File: config.mk
export PLATFORM = sky130hd
export DESIGN_NAME = posit_dot_seq
export DESIGN_NICKNAME = d
export VERILOG_FILES = /design/src/rtl/posit_seq_pkg.sv /design/src/rtl/tag_delay_line.sv /design/src/rtl/posit_dot_seq.sv
export SDC_FILE = /design/constraint.sdc
export NUM_CORES = 1
export LEC_CHECK = 0
export ABC_AREA = 0
export BUFFER_PORTS_ARGS = -buffer_cell sky130_fd_sc_hd__buf_2
export CAP_MARGIN = 10
export CORE_MARGIN = 2
export CORE_UTILIZATION = 44
export CTS_CLUSTER_DIAMETER = 100
export CTS_CLUSTER_SIZE = 12
export DETAILED_ROUTE_END_ITERATION = 8
export GPL_ROUTABILITY_DRIVEN = 0
export PLACE_DENSITY_LB_ADDON = 0.3
export SLEW_MARGIN = 5
export SYNTH_ARGS = -nofsm -noshare
export SYNTH_HDL_FRONTEND = slang
export SYNTH_SLANG_ARGS = --single-unit
File: constraint.sdc
create_clock -name clk_i -period 1.6 [get_ports clk_i]
set_input_delay 0.16 -clock clk_i [delete_from_list [all_inputs] [get_ports clk_i]]
set_output_delay 0.16 -clock clk_i [all_outputs]
set_load 0.02 [all_outputs]
File: src/rtl/posit_seq_pkg.sv
// Shared types and defaults for the posit dot-product issue sequencer.
package posit_seq_pkg;

  localparam int unsigned VLD_STAGES_DEF = 12;
  localparam int unsigned DONE_TAP_DEF   = 11;

  typedef enum logic [1:0] {
    S_IDLE  = 2'd0,
    S_ISSUE = 2'd1,
    S_DRAIN = 2'd2
  } state_e;

  typedef struct packed {
    logic vld;
    logic first;
    logic last;
  } tag_t;

endpackage

File: src/rtl/tag_delay_line.sv
// Free-running shift register of issue tags; stage 0 holds the input delayed one cycle.
module tag_delay_line
  import posit_seq_pkg::*;
#(
  parameter int unsigned DEPTH = 13
) (
  input  logic             i_clk,
  input  logic             i_rstn,
  input  logic             i_clr,
  input  tag_t             i_tag,
  output tag_t [DEPTH-1:0] o_tags
);

  tag_t [DEPTH-1:0] r_tags;

  always_ff @(posedge i_clk or negedge i_rstn) begin
    if (!i_rstn) begin
      r_tags <= '0;
    end else if (i_clr) begin
      r_tags <= '0;
    end else begin
      r_tags <= {r_tags[DEPTH-2:0], i_tag};
    end
  end

  assign o_tags = r_tags;

endmodule

File: src/rtl/posit_dot_seq.sv
// Dot-product job sequencer: issues operand reads, tags first/last products
// through a valid delay line and signals completion once the last one drains.
module posit_dot_seq
  import posit_seq_pkg::*;
#(
  parameter int unsigned LEN_W      = 8,
  parameter int unsigned RD_LAT     = 1,
  parameter int unsigned VLD_STAGES = VLD_STAGES_DEF,
  parameter int unsigned DONE_TAP   = DONE_TAP_DEF
) (
  input  logic                  clk_i,
  input  logic                  rstn,
  input  logic                  start_i,
  input  logic [LEN_W-1:0]      len_i,
  input  logic                  stall_i,
  input  logic                  abort_i,
  output logic                  busy_o,
  output logic                  done_o,
  output logic                  rd_en_o,
  output logic [LEN_W-1:0]      rd_addr_o,
  output logic [VLD_STAGES-1:0] vld_d_o,
  output logic [VLD_STAGES-1:0] first_d_o,
  output logic [VLD_STAGES-1:0] last_d_o
);

  // Pre-delay of RD_LAT stages followed by the VLD_STAGES taps seen by the datapath.
  localparam int unsigned DEPTH = RD_LAT + VLD_STAGES;

  state_e           r_state;
  state_e           w_state_nxt;
  logic [LEN_W-1:0] r_len;
  logic [LEN_W-1:0] w_len_nxt;
  logic [LEN_W-1:0] r_cnt;
  logic [LEN_W-1:0] w_cnt_nxt;
  logic             r_rd_en;
  logic             w_rd_en_nxt;
  logic [LEN_W-1:0] r_rd_addr;
  logic [LEN_W-1:0] w_rd_addr_nxt;
  logic             r_first;
  logic             w_first_nxt;
  logic             r_last;
  logic             w_last_nxt;
  logic             r_done;
  logic             w_done_nxt;
  logic             r_busy;

  logic             w_active;
  logic             w_kill;
  logic             w_issue;
  logic             w_is_last;
  logic             w_tap_last;
  tag_t             w_tag_in;
  tag_t [DEPTH-1:0] w_tags;

  assign w_active   = (r_state != S_IDLE);
  assign w_kill     = abort_i && w_active;
  assign w_issue    = (r_state == S_ISSUE) && !stall_i && !abort_i;
  assign w_is_last  = (r_cnt == (r_len - LEN_W'(1)));
  assign w_tap_last = w_tags[RD_LAT-1+DONE_TAP].last;

  // State register
  always_ff @(posedge clk_i or negedge rstn) begin
    if (!rstn) begin
      r_state <= S_IDLE;
    end else begin
      r_state <= w_state_nxt;
    end
  end

  // Next-state logic; abort outranks both issue and completion
  always_comb begin
    w_state_nxt = r_state;
    case (r_state)
      S_IDLE: begin
        if (start_i && (len_i != '0)) w_state_nxt = S_ISSUE;
      end
      S_ISSUE: begin
        if (abort_i)                   w_state_nxt = S_IDLE;
        else if (w_issue && w_is_last) w_state_nxt = S_DRAIN;
      end
      S_DRAIN: begin
        if (abort_i)         w_state_nxt = S_IDLE;
        else if (w_tap_last) w_state_nxt = S_IDLE;
      end
      default: w_state_nxt = S_IDLE;
    endcase
  end

  // Output/datapath next values, registered below
  always_comb begin
    w_len_nxt     = r_len;
    w_cnt_nxt     = r_cnt;
    w_rd_en_nxt   = 1'b0;
    w_rd_addr_nxt = r_rd_addr;
    w_first_nxt   = 1'b0;
    w_last_nxt    = 1'b0;
    w_done_nxt    = 1'b0;
    case (r_state)
      S_IDLE: begin
        if (start_i) begin
          if (len_i != '0) begin
            w_len_nxt = len_i;
            w_cnt_nxt = '0;
          end else begin
            w_done_nxt = 1'b1;
          end
        end
      end
      S_ISSUE: begin
        if (w_issue) begin
          w_rd_en_nxt   = 1'b1;
          w_rd_addr_nxt = r_cnt;
          w_first_nxt   = (r_cnt == '0);
          w_last_nxt    = w_is_last;
          w_cnt_nxt     = r_cnt + LEN_W'(1);
        end
      end
      S_DRAIN: begin
        w_done_nxt = w_tap_last && !abort_i;
      end
      default: ;
    endcase
  end

  always_ff @(posedge clk_i or negedge rstn) begin
    if (!rstn) begin
      r_len     <= '0;
      r_cnt     <= '0;
      r_rd_en   <= 1'b0;
      r_rd_addr <= '0;
      r_first   <= 1'b0;
      r_last    <= 1'b0;
      r_done    <= 1'b0;
      r_busy    <= 1'b0;
    end else begin
      r_len     <= w_len_nxt;
      r_cnt     <= w_cnt_nxt;
      r_rd_en   <= w_rd_en_nxt;
      r_rd_addr <= w_rd_addr_nxt;
      r_first   <= w_first_nxt;
      r_last    <= w_last_nxt;
      r_done    <= w_done_nxt;
      r_busy    <= (w_state_nxt != S_IDLE);
    end
  end

  assign w_tag_in = '{vld: r_rd_en, first: r_first, last: r_last};

  tag_delay_line #(
    .DEPTH (DEPTH)
  ) u_tag_delay_line (
    .i_clk  (clk_i),
    .i_rstn (rstn),
    .i_clr  (w_kill),
    .i_tag  (w_tag_in),
    .o_tags (w_tags)
  );

  for (genvar k = 0; k < VLD_STAGES; k++) begin : g_tap
    assign vld_d_o[k]   = w_tags[RD_LAT-1+k].vld;
    assign first_d_o[k] = w_tags[RD_LAT-1+k].first;
    assign last_d_o[k]  = w_tags[RD_LAT-1+k].last;
  end

  assign busy_o    = r_busy;
  assign done_o    = r_done;
  assign rd_en_o   = r_rd_en;
  assign rd_addr_o = r_rd_addr;

endmodule

==> results of run 1 <==
worst min-delay path, stage by stage:
cell	delay, ns
sky130_fd_sc_hd__buf_2	0.09
sky130_fd_sc_hd__nand2_1	0.04
sky130_fd_sc_hd__nand2_1	0.05
routing by layer:
metal	vias up	GRT usage, %	routed length (µm)
met4	0	5.67	73
met2	56	28.8	2580
met5	-	0	0
li1	902	-	-
met1	920	21.2	2330
met3	8	6.70	307
sequential cells by signal (all words and copies together) (netlist names):
signal and cells:
r_state 2, r_cnt 8, u_tag_delay_line.o_tags 36, rd_en_o 1, r_len 8, done_o 1, r_first 1, rd_addr_o 8
r_last 1, busy_o 1
per-stage QoR:
stage               hold slack [ns]  TNS [ns]  utilization (%)  area [µm²]  setup WS [ns]
global route                 0.0378    -0.307             61.9        3640         -0.107
floorplan                    -0.136    -0.301                -        2690        -0.0763
global placement              0.206         0             54.4        3200         0.0105
finish                       0.0259   -0.0764             61.9        3640        -0.0573
detailed placement            0.207   -0.0946             54.4        3200        -0.0536
CTS                         0.00879  -0.00925             61.4        3620       -0.00925
synth_stat cells:
master                     instances  area share [%]
sky130_fd_sc_hd__xnor2_1           6             2.0
sky130_fd_sc_hd__a31oi_1           1            0.23
sky130_fd_sc_hd__inv_1             6            0.84
sky130_fd_sc_hd__xnor3_1           1            0.84
sky130_fd_sc_hd__a21o_1            1            0.28
sky130_fd_sc_hd__nor3b_1           1            0.28
sky130_fd_sc_hd__or3_1             1            0.23
sky130_fd_sc_hd__o22ai_1           1            0.23
sky130_fd_sc_hd__nand4_2           1            0.47
sky130_fd_sc_hd__nand3_1           1            0.19
sky130_fd_sc_hd__xor2_1           11             3.6
sky130_fd_sc_hd__mux2_2            8             3.4
sky130_fd_sc_hd__buf_6             1            0.42
sky130_fd_sc_hd__nor2_1           10             1.4
sky130_fd_sc_hd__nor4b_4           1            0.89
sky130_fd_sc_hd__nand2b_1          2            0.47
sky130_fd_sc_hd__dfrtp_1          67              63
sky130_fd_sc_hd__nor4_2            1            0.47
sky130_fd_sc_hd__nand2_1          22             3.1
sky130_fd_sc_hd__nor3_1            2            0.37
sky130_fd_sc_hd__and2_1           36             8.4
sky130_fd_sc_hd__nand3b_1          1            0.28
sky130_fd_sc_hd__ha_1              3             1.4
sky130_fd_sc_hd__a21oi_1           3            0.56
sky130_fd_sc_hd__o21ai_1           1            0.19
sky130_fd_sc_hd__and3_1            2            0.47
sky130_fd_sc_hd__nor4_1            5             1.2
sky130_fd_sc_hd__and4_1            1            0.33
sky130_fd_sc_hd__nand4_1           5             1.2
sky130_fd_sc_hd__buf_2             2            0.37
sky130_fd_sc_hd__o41ai_1           1            0.33
sky130_fd_sc_hd__o21a_1            1            0.28
sky130_fd_sc_hd__o31ai_1           1            0.28
sky130_fd_sc_hd__o21ai_0           4            0.75
sky130_fd_sc_hd__clkbuf_1          7            0.98
sky130_fd_sc_hd__mux2i_1           1            0.37
sky130_fd_sc_hd__a32o_1            1            0.37
cells by family (layout without fill, tap and decap cells):
family,Yosys count,in the layout
adder cells (fa/ha/maj),3,3
multiplexers,9,9
XOR/XNOR,18,18
AO/OA/AOI/OAI,15,15
buffers and inverters,16,109
AND/OR/NAND/NOR,92,92
flip-flops,67,67
final timing paths:
path	from	to	slack, ns	depth (start not counted)
worst max-delay path	r_len[0]	r_state[0]	-0.06	7
worst min-delay path	len_i[2]	r_len[2]	0.03	3
worst max register to register	r_len[0]	r_state[0]	-0.06	7
worst min register to register	r_first	u_tag_delay_line.o_tags[1]	0.44	1
max in group asynchronous	rstn	r_len[3]	0.93	3
min in group asynchronous	rstn	u_tag_delay_line.o_tags[35]	0.34	3
power groups by stage:
| stage | sequential [mW] | clock, mW | combinational, mW |
|---|---|---|---|
| global placement | 1.90 | 0 | 0.619 |
| floorplan | 1.95 | 0 | 0.309 |
| detailed placement | 1.90 | 0 | 0.625 |
| CTS | 1.88 | 1.93 | 0.771 |
| global route | 1.89 | 2.00 | 0.864 |
| finish | 1.88 | 1.87 | 0.790 |
final cells by class:
type                            count  share of cell area (%)
Multi-Input combinational cell    137                    28.5
Timing Repair Buffer               87                    14.7
Tap cell                           75                    2.58
Sequential cell                    67                    46.1
Clock inverter                      6                    3.74
Inverter                            6                   0.618
Clock buffer                       10                    3.78
repair_timing:
action                                  in CTS  in global routing
pin swaps                                   11                  2
endpoints found under the hold margin       67                  0
endpoints found under the setup margin       2                  4
hold buffers                                 1                  0
resized for setup                           14                  4
buffers inserted                             7                  1
==> out/results.env, run 1 <==
RESULT_OF_THE_RUN='finished with violations'
FAILED_CHECKS='negative setup slack'
GRT_PASS1_WL_MM=8.66
ANTENNA_FIX_CELLS=0
CRITICAL_PATH_BUF_INV_COUNT=2
POSTSYNTHAREAPERCELL_UM2=12.2
FIRST_GLOBAL_VIAS=1838
MULTI_INPUT_AREA_UM2=1040
SYNTHESIS.NETS=236
INSTANCES_NO_FILL=388
POST_DRT_WL_PER_CELL_UM=13.6
CLKLATENCYLATEPIN_NS=0.34
HTREEDEPTH=3
PLACED_CELLS_INCL_TAPS=363
FINAL_CYCLE_UTILIZATION_OF_THE_CRITICAL_PATH_PCT=104
TIMING_HOLD_VIOLATIONS_FINAL=0
DETAIL-ROUTE-ANTENNA-NETS=0
LAYOUT.CELLS.MOST_COMMON_LIST='66 x sky130_fd_sc_hd__dfrtp_1, 59 x sky130_fd_sc_hd__buf_2, 36 x sky130_fd_sc_hd__and2_1'
TIMING_WORST_SLEW_PIN_VALUE_NS=0.344
TRITONCTS='done'
DRT_WIRELENGTH_MM=5.30
POWER.STATIC_LEAKAGE_nW=1.96
HPWLAFTERDP_MM=3.51
NETLIST_INSTANCES=220
POWER.DENSITY_CELL_AREA_nW_PER_UM2=1250
FLOORPLAN.INITIALDENSITY_PCT=45.5
DRT_FIRST_PASS_ITERS=4
FILLERINSTANCES=453
P_INT_mW=3.42
CLK_ROOT_BUFFER_CELL='sky130_fd_sc_hd__clkbuf_8'
FINALSETUPVIOLATIONS=2
DETAILEDROUTE.FIRSTITERATIONVIOLATIONS=77
NUMCTSBUFFERS=9
FMAX_MHz=603
SYNTH_TOP_FAMILY_BY_AREA='simple AND/OR/NAND/NOR gates'
WORST_SLACK_NS=-0.0573
CTS.SINKS=67
CRITICAL_PATH_TOP_DELAY_CELL='sky130_fd_sc_hd__nor4_4'
CRIT_REQUIRED_NS=1.82
FP-ROW-COUNT=28
FINAL_PERIOD_MINUS_WORST_SETUP_SLACK_NS=1.66
SEQ_AREA_UM2=1680
DRV_CAP=0
GRT_USAGE_PCT=17.5
DIEAREA_UM2=6720
SEQ_AREA_FRAC_SYNTH_PCT=62.6
SYNTH_AREA_UM2=2680
CTS_MAX_PATH_BUFFERS=2
TOTALPOWERFINAL_mW=4.54
COMB_POWER_SHARE_PCT=17.4
POSTSYNTHREGISTERBITS=67
SLEW_VIOL_FINAL=0
ENDPOINT_KIND='flip-flop'
CHIPWIDTH_UM=82.0
CRIT_ARRIVAL_NS=1.88
FLOORPLAN.IO_PINS=60
CORE_UM2=5890
SWITCHING_SHARE_PCT=24.8
CLOCK_SHARE_OF_POWER_PCT=41.2
CRITICAL-PATH-TOP-DELAY-FAMILY='simple AND/OR/NAND/NOR gates'
HP-CLASS='in2reg'
LAYOUT.CELLS.MOST_COMMON='sky130_fd_sc_hd__dfrtp_1'
NETS=324
POWER.NET_SWITCHING_mW=1.13
WORST_SETUP_HOLD_PATH_CLK_SLEW_NS=0.07
YOSYS-MUX-AREA-FRACTION_PCT=3.74
SYNTH_COMPOUND_AREA_SHARE_PCT=3.51
DRC_VIOLATION_COUNT_AFTER_ROUTING=0
VDD.IR_DROP.WORST_mV=1.05
ADDER_CELL_SHARE_OF_THE_SYNTHESIZED_AREA_PCT=1.40
MAX_STAGE_DELAY_NS=0.39
DRIVE_GT1_SHARE_PCT=40.9
DIE_HEIGHT_UM=82.0
ANTENNA_FOUND_INITIAL=0
FINCLKSKEW_NS=0.00748
POWER_FRAC_SEQ_PCT=41.4
POST_DRT_VIA_CELL_RATIO=4.86
SLEW-LIMIT-HEADROOM_PCT=76.8
CRITICAL_PATH_CLASS='reg2reg'
SYNTH_XOR_AREA_SHARE_PCT=6.40
SETUP.WORST_PATH.START_CLASS='flip-flop'
IO_BUFFER_COUNT=59
CRIT_FANOUT=3
SYNTH_CELL_TYPE_COUNT=37
ROUTE.VIAS.TOTAL=1886
GRT_SETUP_UNREPAIRED='true'
CRITICAL_PATH_CELL_BY_CELL='inv_2 -> ha_4 -> buf_4 -> xnor2_1 -> nand4_1 -> nor4_4 -> o41ai_2'
GLOBALROUTEOVERFLOWTOTAL=0
YS_WARN_COUNT=0
LAYOUT-AREA-OVERHEAD-VS-SYNTH_PCT=36.1
MAXIMUM_NUMBER_OF_PINS_ON_ONE_NET_BEFORE_GLOBAL_ROUTE_REPAIR=68
SYNTH_SIMPLE_GATE_AREA_SHARE_PCT=19.7
No activity file was read; power rests on OpenSTA's default activity.
==> inputs of run 2 (changes only) <==
CORE_ASPECT_RATIO = 0.8   (was not set)
==> run 2 against run 1 <==
Against the previous run:
- the run still ends with negative setup slack left
- critical path depth shrank 2
- worst setup slack lost 0.039 ns
- clock-buffer cell count is the same
- design area grew 1.8%
- non-clock buffer count grew 7
- first-iteration DRC count grew 35%
- routed wire length grew 10%
- flip-flop and latch count is the same
- clock skew shrank 0.0016 ns
- die area is essentially flat
- sequential share of layout area shrank 0.77 points
- highest routed layer unchanged
==> out/results.env, run 2 (same netlist as run 1, synthesis figures left out) <==
DIEAREA_UM2=6730  # was 6720 µm²
ROUTE.VIAS.TOTAL=1898  # was 1886
DETAILEDROUTE.FIRSTITERATIONVIOLATIONS=104  # was 77
FF2FF_PATH_DEPTH=5  # was 7
INSTANCES_NO_FILL=401  # was 388
CRIT_REQUIRED_NS=1.80  # was 1.82 ns
GLOBALROUTEOVERFLOWTOTAL=0  # unchanged
HOLD_PATH.STARTPOINT='len_i[2]'  # unchanged
GRT_USAGE_PCT=18.3  # was 17.5%
LARGEST_REGISTER_FFS=36  # unchanged
FINCLKSKEW_NS=0.00591  # was 0.00748 ns
PLACEMENT.CELL_AREA_UM2=3240  # was 3200 µm²
DRC_VIOLATION_COUNT_AFTER_ROUTING=0  # unchanged
MAX_STAGE_DELAY_NS=0.45  # was 0.39 ns
DRT_FIRST_PASS_ITERS=4  # unchanged
WORST_SLACK_NS=-0.0964  # was -0.0573 ns
CRITICAL_PATH_CELL_BY_CELL='nor4_4 -> xnor2_1 -> a31oi_2 -> nor4_4 -> o41ai_2'  # was inv_2 -> ha_4 -> buf_4 -> xnor2_1 -> nand4_1 -> nor4_4 -> o41ai_2
FINALSETUPVIOLATIONS=2  # unchanged
DRV_CAP=0  # unchanged
HIGHEST-SIGNAL-LAYER='met4'  # unchanged
FLOORPLAN.IO_PINS=60  # unchanged
CTS_MAX_PATH_BUFFERS=2  # unchanged
CP_COMMON_CELL='sky130_fd_sc_hd__nor4_4'
FLOORPLAN.INITIALDENSITY_PCT=45.5  # about the same
FAILED_CHECKS='negative setup slack'  # unchanged
ENDPOINT_KIND='flip-flop'  # unchanged
RESULT_OF_THE_RUN='finished with violations'  # unchanged
MIN_TO='r_len[2]'  # unchanged
LAYOUT.CELLS.MOST_COMMON='sky130_fd_sc_hd__dfrtp_1'  # unchanged
GRT_PASS1_WL_MM=9.27  # was 8.66 mm
ANTENNA_FOUND_INITIAL=0  # unchanged
FINAL_PERIOD_MINUS_WORST_SETUP_SLACK_NS=1.70  # was 1.66 ns
CRITICAL-PATH-TOP-DELAY-FAMILY='simple AND/OR/NAND/NOR gates'  # unchanged
MIN_DELAY_PATH_DEPTH=3  # unchanged
SLEW-LIMIT-HEADROOM_PCT=75.1  # was 76.8%
NETS=331  # was 324
HP-CLASS='in2reg'  # unchanged
CLK_ROOT_BUFFER_CELL='sky130_fd_sc_hd__clkbuf_8'  # unchanged
POWER.STATIC_LEAKAGE_nW=1.98  # was 1.96 nW
NUMCTSBUFFERS=9  # unchanged
FILLERINSTANCES=497  # was 453
CLKLATENCYLATEPIN_NS=0.33  # was 0.34 ns
DRT_WIRELENGTH_MM=5.83  # was 5.30 mm
DETAIL-ROUTE-ANTENNA-NETS=0  # unchanged
LAYOUT-AREA-OVERHEAD-VS-SYNTH_PCT=38.5  # was 36.1%
HTREEDEPTH=3  # unchanged
FIRST_GLOBAL_VIAS=1906  # was 1838
FP-ROW-COUNT=25  # was 28
SETUP.WORST_PATH.START_CLASS='flip-flop'  # unchanged
POWER.DENSITY_CELL_AREA_nW_PER_UM2=1180  # was 1250 nW/µm²
POST_DRT_VIA_CELL_RATIO=4.73  # was 4.86
LAYOUT.CELLS.MOST_COMMON_LIST='65 x sky130_fd_sc_hd__dfrtp_1, 59 x sky130_fd_sc_hd__buf_2, 36 x sky130_fd_sc_hd__and2_1'  # was 66 x sky130_fd_sc_hd__dfrtp_1, 59 x sky130_fd_sc_hd__buf_2, 36 x sky130_fd_sc_hd__and2_1
CTS.SINKS=67  # unchanged
CHIPWIDTH_UM=91.2  # was 82.0 µm
WORST_SETUP_HOLD_PATH_CLK_SLEW_NS=0.07  # about the same
FINAL_CYCLE_UTILIZATION_OF_THE_CRITICAL_PATH_PCT=106  # was 104%
ANTENNA_FIX_CELLS=0  # unchanged
TIMING_WORST_SLEW_PIN_VALUE_NS=0.372  # was 0.344 ns
TIMING.RR.END='r_state[0]'  # unchanged
VDD.IR_DROP.WORST_mV=0.791  # was 1.05 mV
POST_DRT_WL_PER_CELL_UM=14.5  # was 13.6 µm
FMAX_MHz=590  # was 603 MHz
CRIT_FANOUT=4  # was 3
ROUTE.MET2.WL_MM=2.72  # was 2.58 mm
DIE_HEIGHT_UM=73.8  # was 82.0 µm
TRITONCTS='done'  # unchanged
MAXIMUM_NUMBER_OF_PINS_ON_ONE_NET_BEFORE_GLOBAL_ROUTE_REPAIR=68  # unchanged
SLEW_VIOL_FINAL=0  # unchanged
HPWLAFTERDP_MM=3.63  # was 3.51 mm
CRIT_ARRIVAL_NS=1.89  # was 1.88 ns
SETUP_SLACK_ON_THE_WORST_FLOP_TO_FLOP_PATH_NS=-0.1  # was -0.06 ns
REGTOREGSTARTPOINT='r_len[3]'  # was r_len[0]
IO_BUFFER_COUNT=59  # unchanged
TIMING_HOLD_VIOLATIONS_FINAL=0  # unchanged
CRITICAL_PATH_BUF_INV_COUNT=0  # was 2
CRITICAL_PATH_CLASS='reg2reg'  # unchanged
CORE_UM2=5880  # was 5890 µm²
CRITICAL_PATH_TOP_DELAY_CELL='sky130_fd_sc_hd__dfrtp_2'  # was sky130_fd_sc_hd__nor4_4
DRIVE_GT1_SHARE_PCT=42.5  # was 40.9%
GRT_SETUP_UNREPAIRED='true'  # unchanged
DETAILROUTE.WIRELENGTH.MET3_UM=272  # was 307 µm
FINAL_DESIGN_AREA_NO_FILL_UM2=3710  # was 3640 µm²
WL_MET1_MM=2.75  # was 2.33 mm
PLACED_CELLS_INCL_TAPS=375  # was 363
## run 2: layout make-up
class | instances | area (µm²) | area share (%)
inverter | 6 | 22.5 | 0.607
clock inverter | 6 | 114 | 3.07
sequential | 67 | 1680 | 45.3
multi-input combinational | 137 | 1060 | 28.6
clock buffer | 10 | 128 | 3.44
tap | 81 | 101 | 2.73
timing repair buffer | 94 | 603 | 16.3
## run 2: repair_timing
action	4_1_cts	5_1_grt
setup buffers	3	5
setup endpoints to repair	3	8
gates resized for setup	13	12
hold endpoints to repair	67	0
hold buffers	1	0
cloned	0	1
pin swaps	9	13
## run 2: per-stage QoR
step	util, %	setup slack (ns)	TNS, ns	hold WS (ns)	total power, mW
after floorplan	-	-0.0763	-0.301	-0.136	2.26
after global placement	55.1	-0.0165	-0.0165	0.202	2.52
after detailed placement	55.1	-0.127	-0.214	0.206	2.53
after CTS	61.1	-0.0322	-0.0322	0.0179	4.35
after global routing	63.0	-0.146	-0.496	0.0311	4.59
final	63.0	-0.0964	-0.174	0.0325	4.39
## run 2: routing by layer
| metal | track usage (%) | vias up |
|---|---|---|
| li1 | - | 916 |
| met1 | 24.8 | 926 |
| met2 | 27.2 | 48 |
| met3 | 6.05 | 8 |
| met4 | 7.58 | 0 |
| met5 | 0 | - |
## run 2: worst max-delay path by stage
stage	slack, ns	cells after the start	to	from
2_1_floorplan	-0.08	5	r_cnt[7]	r_state[1]
3_3_place_gp	-0.02	5	r_state[0]	r_len[4]
3_5_place_dp	-0.13	5	r_state[0]	r_len[4]
4_1_cts	-0.03	5	r_state[0]	r_len[5]
5_1_grt	-0.15	7	r_state[0]	r_len[1]
6_report	-0.1	5	r_state[0]	r_len[3]
## run 2: power breakdown
| group | internal [mW] | switching, mW | total (mW) | leakage [nW] |
|---|---|---|---|---|
| Clock | 1.04 | 0.644 | 1.68 | 0.113 |
| Combinational | 0.393 | 0.424 | 0.817 | 0.958 |
| Sequential | 1.79 | 0.0951 | 1.89 | 0.911 |
## run 2: worst register-to-register path, stage by stage, from the launching register on
cell and delay [ns]:
sky130_fd_sc_hd__dfrtp_2 0.45, sky130_fd_sc_hd__nor4_4 0.32, sky130_fd_sc_hd__xnor2_1 0.18, sky130_fd_sc_hd__a31oi_2 0.15, sky130_fd_sc_hd__nor4_4 0.37, sky130_fd_sc_hd__o41ai_2 0.09
==> inputs of run 3 (changes only) <==
ABC_AREA = 1   (was 0)
==> run 3 against run 2 <==
Against the previous run:
- sequential power grew 15%
- synthesized cell count up 51%
- first-iteration DRC count up 35%
- combinational power grew to 2.7 times the previous value
- the flow now finishes without violations
- clock power down 15%
- largest power group is now combinational cells
- area after synthesis rose by 10%
- utilization fell by 3.8 points
==> out/results.env, run 3 <==
RESULT_OF_THE_RUN='finished, final reports clean'  # was finished with violations
CRITICAL-PATH-TOP-DELAY-FAMILY='simple AND/OR/NAND/NOR gates'  # unchanged
MULTI_INPUT_AREA_UM2=1030  # was 1060 µm²
POWER.STATIC_LEAKAGE_nW=2.06  # was 1.98 nW
WORST_SETUP_HOLD_PATH_CLK_SLEW_NS=0.08  # was 0.07 ns
MIN_TO='r_len[7]'  # was r_len[2]
FLOORPLAN.INITIALDENSITY_PCT=45.7  # was 45.5%
YS_WARN_COUNT=0  # unchanged
POWER.DENSITY_CELL_AREA_nW_PER_UM2=1520  # was 1180 nW/µm²
PLACED_CELLS_INCL_TAPS=483  # was 375
FINAL_CYCLE_UTILIZATION_OF_THE_CRITICAL_PATH_PCT=99.4  # was 106%
FILLERINSTANCES=577  # was 497
IO_BUFFER_COUNT=59  # unchanged
PRIMARY_FLIP_FLOP_CELL_CHOSEN_BY_SYNTHESIS_MAPPING='sky130_fd_sc_hd__dfrtp_1'  # unchanged
CP_COMMON_CELL='sky130_fd_sc_hd__nand2_1'  # was sky130_fd_sc_hd__nor4_4
GRT_USAGE_PCT=19.3  # was 18.3%
TIMING_HOLD_VIOLATIONS_FINAL=0  # unchanged
PRE_CTS_SLACK_NS=-0.0578  # was -0.127 ns
FINALCOREUTILIZATION_PCT=59.2  # was 63.0%
CRITICAL_PATH_TOP_DELAY_CELL='sky130_fd_sc_hd__dfrtp_1'  # was sky130_fd_sc_hd__dfrtp_2
SYNTH-ASYNC-RESET-RATIO_PCT=100  # unchanged
CLK_ROOT_BUFFER_CELL='sky130_fd_sc_hd__clkbuf_8'  # unchanged
MAX_STAGE_DELAY_NS=0.42  # was 0.45 ns
POST_DRT_VIA_CELL_RATIO=4.61  # was 4.73
CHIPWIDTH_UM=95.5  # was 91.2 µm
FP-ROW-COUNT=26  # was 25
SEQ_AREA_UM2=1680  # about the same
FINAL_PERIOD_MINUS_WORST_SETUP_SLACK_NS=1.59  # was 1.70 ns
CRIT_REQUIRED_NS=1.83  # was 1.80 ns
GRT_SETUP_UNREPAIRED='true'  # unchanged
FMAX_MHz=629  # was 590 MHz
GLOBALROUTEOVERFLOWTOTAL=0  # unchanged
SLEW-LIMIT-HEADROOM_PCT=75.7  # was 75.1%
CLKLATENCYLATEPIN_NS=0.34  # was 0.33 ns
FF2FF_PATH_DEPTH=9  # was 5
SYNTH_TOP_CELL_BY_AREA='sky130_fd_sc_hd__dfrtp_1'  # unchanged
LAYOUT.CELLS.MOST_COMMON='sky130_fd_sc_hd__dfrtp_1'  # unchanged
SETUP_SLACK_ON_THE_WORST_FLOP_TO_FLOP_PATH_NS=0.009  # was -0.1 ns
SYNTHESIS.NETS=348  # was 236
SWITCHING_SHARE_PCT=38.3  # was 26.5%
TRITONCTS='done'  # unchanged
CRIT_FANOUT=4  # unchanged
DRC_VIOLATION_COUNT_AFTER_ROUTING=0  # unchanged
LAYOUT.CELLS.MOST_COMMON_LIST='67 x sky130_fd_sc_hd__dfrtp_1, 59 x sky130_fd_sc_hd__nand2_1, 59 x sky130_fd_sc_hd__buf_2'  # was 65 x sky130_fd_sc_hd__dfrtp_1, 59 x sky130_fd_sc_hd__buf_2, 36 x sky130_fd_sc_hd__and2_1
SEQ_AREA_FRAC_SYNTH_PCT=56.9  # was 62.6%
DETAILEDROUTE.FIRSTITERATIONVIOLATIONS=140  # was 104
ANTENNA_FOUND_INITIAL=0  # unchanged
CORE_UM2=6440  # was 5880 µm²
DETAIL-ROUTE-ANTENNA-NETS=0  # unchanged
POWER_FRAC_SEQ_PCT=37.3  # was 43.0%
SLEW_VIOL_FINAL=0  # unchanged
POWER.NET_SWITCHING_mW=2.23  # was 1.16 mW
INSTANCES_NO_FILL=513  # was 401
DRT_WIRELENGTH_MM=6.64  # was 5.83 mm
CTS_MAX_PATH_BUFFERS=2  # unchanged
ENDPOINT_KIND='flip-flop'  # unchanged
CRITICAL_PATH_CLASS='reg2reg'  # unchanged
DIEAREA_UM2=7370  # was 6730 µm²
FIRST_GLOBAL_VIAS=2166  # was 1906
SETUP.WORST_PATH.START_CLASS='flip-flop'  # unchanged
CRIT_ARRIVAL_NS=1.83  # was 1.89 ns
LARGEST_REGISTER_FFS=36  # unchanged
ROUTE.VIAS.TOTAL=2366  # was 1898
CRITICAL_PATH_CELL_BY_CELL='nor2_1 -> nand2_1 -> nor2_1 -> xor2_1 -> nor2_1 -> nand3_1 -> nand2_1 -> nand2_1 -> nand2_1'  # was nor4_4 -> xnor2_1 -> a31oi_2 -> nor4_4 -> o41ai_2
SYNTH_MOST_COMMON_CELL='sky130_fd_sc_hd__dfrtp_1'  # unchanged
MIN_DELAY_PATH_DEPTH=3  # unchanged
HOLD_PATH.STARTPOINT='len_i[7]'  # was len_i[2]
P_INT_mW=3.59  # was 3.22 mW
SYNTH.AREA.TOP_CELLS='sky130_fd_sc_hd__dfrtp_1 57%, sky130_fd_sc_hd__nor2_1 7.9%, sky130_fd_sc_hd__inv_1 7.8%'  # was sky130_fd_sc_hd__dfrtp_1 63%, sky130_fd_sc_hd__and2_1 8.4%, sky130_fd_sc_hd__xor2_1 3.6%
DIE_HEIGHT_UM=77.2  # was 73.8 µm
HP-CLASS='in2reg'  # unchanged
DRIVE_GT1_SHARE_PCT=31.5  # was 42.5%
COMB_POWER_SHARE_PCT=38.1  # was 18.6%
TIMING_WORST_SLEW_PIN_VALUE_NS=0.361  # was 0.372 ns
POSTSYNTHAREAPERCELL_UM2=8.87  # was 12.2 µm²
FINCLKSKEW_NS=0.00859  # was 0.00591 ns
SYNTH_TOP_AREA_SHARE_PCT=56.9  # was 62.6%
NETS=440  # was 331
VDD.IR_DROP.WORST_mV=0.718  # was 0.791 mV
ANTENNA_FIX_CELLS=0  # unchanged
WORST_SLACK_NS=0.00913  # was -0.0964 ns
DRV_CAP=0  # unchanged
MAXIMUM_NUMBER_OF_PINS_ON_ONE_NET_BEFORE_GLOBAL_ROUTE_REPAIR=37  # was 68
REGTOREGSTARTPOINT='r_len[2]'  # was r_len[3]
LAYOUT-AREA-OVERHEAD-VS-SYNTH_PCT=29.6  # was 38.5%
TIMING.RR.END='busy_o'  # was r_state[0]
DRT_FIRST_PASS_ITERS=4  # unchanged
HPWLAFTERDP_MM=4.70  # was 3.63 mm
SYNTH.TOP_CELLS.BY_COUNT='67 x sky130_fd_sc_hd__dfrtp_1, 62 x sky130_fd_sc_hd__nor2_1, 61 x sky130_fd_sc_hd__inv_1, 61 x sky130_fd_sc_hd__nand2_1, 12 x sky130_fd_sc_hd__nand3_1'  # was 67 x sky130_fd_sc_hd__dfrtp_1, 36 x sky130_fd_sc_hd__and2_1, 22 x sky130_fd_sc_hd__nand2_1
CTS.SINKS=67  # unchanged
NETLIST_INSTANCES=332  # was 220
POST_DRT_WL_PER_CELL_UM=12.9  # was 14.5 µm
CRITICAL_PATH_BUF_INV_COUNT=0  # unchanged
POSTSYNTHREGISTERBITS=67  # unchanged
GRT_PASS1_WL_MM=10.7  # was 9.27 mm
HTREEDEPTH=3  # unchanged
CLOCK_SHARE_OF_POWER_PCT=24.6  # was 38.3%
SYNTH_AREA_UM2=2940  # was 2680 µm²
SYNTH_ENABLE_FLOP_CELLS=0  # unchanged
FINALSETUPVIOLATIONS=0  # was 2
FLOORPLAN.IO_PINS=60  # unchanged
NUMCTSBUFFERS=9  # unchanged
SYNTH_CELL_TYPE_COUNT=32  # was 37
[run 3: cells by family (layout without fill, tap and decap cells)]
| family | count (synthesis) | count (layout) | synth area share [%] |
|---|---|---|---|
| fa+ha+maj | 3 | 3 | 1.28 |
| flops | 67 | 67 | 56.9 |
| buf+inv | 73 | 169 | 9.90 |
| xor+xnor | 6 | 6 | 1.78 |
| simple gates | 154 | 155 | 23.5 |
| compound gates | 29 | 29 | 6.55 |
[run 3: how the worst max path moves through the flow]
stage / from / endpoint / depth (start not counted)
global route: r_len[2] / busy_o / 10
detailed placement: r_len[0] / busy_o / 11
CTS: r_len[1] / busy_o / 12
global placement: r_len[0] / busy_o / 11
floorplan: r_len[0] / busy_o / 12
finish: r_len[2] / busy_o / 9
[run 3: final cells by class]
class                   count  share of cell area [%]
repair buffers             86                    14.3
inverters                  67                    6.79
flip-flops and latches     67                    43.9
multi-input cells         193                    27.0
clock inverters             6                    1.67
well taps                  84                    2.75
clock buffers              10                    3.61
[run 3: per-layer routing]
layer,global-route usage (%),wire (µm),vias up
met2,26.6,3010,62
met5,0,0,-
li1,-,-,1192
met4,8.71,80,0
met3,5.21,418,5
met1,28.3,3120,1107
[run 3: metrics by stage]
step | instance area, µm² | setup TNS, ns | hold slack [ns] | total power, mW
after detailed placement | 3440 | -0.0969 | 0.00495 | 4.05
after floorplan | 2950 | 0 | -0.136 | 3.48
after global placement | 3440 | 0 | 0.00305 | 4.00
after global routing | 3820 | -0.872 | 0.0226 | 6.21
final | 3820 | 0 | 0.0317 | 5.82
after CTS | 3680 | -0.00840 | 0.0101 | 5.58
[run 3: timing repair]
| action | CTS | global route |
|---|---|---|
| resized for setup | 6 | 13 |
| hold buffers | 1 | 0 |
| gates cloned | 0 | 1 |
| pin swaps | 8 | 9 |
| buffers inserted | 1 | 11 |
| hold endpoints to repair | 67 | 0 |
| setup endpoints to repair | 2 | 12 |
[run 3: worst min-delay path: stages]
cell                      delay (ns)
sky130_fd_sc_hd__buf_2          0.09
sky130_fd_sc_hd__nand2_1        0.05
sky130_fd_sc_hd__nand2_1        0.05
[run 3: power by group through the flow]
stage	Combinational, mW	Clock, mW	Sequential, mW
6_report	2.21	1.43	2.17
3_3_place_gp	1.84	0	2.17
4_1_cts	1.95	1.47	2.16
3_5_place_dp	1.87	0	2.18
5_1_grt	2.46	1.55	2.21
2_1_floorplan	1.19	0	2.29
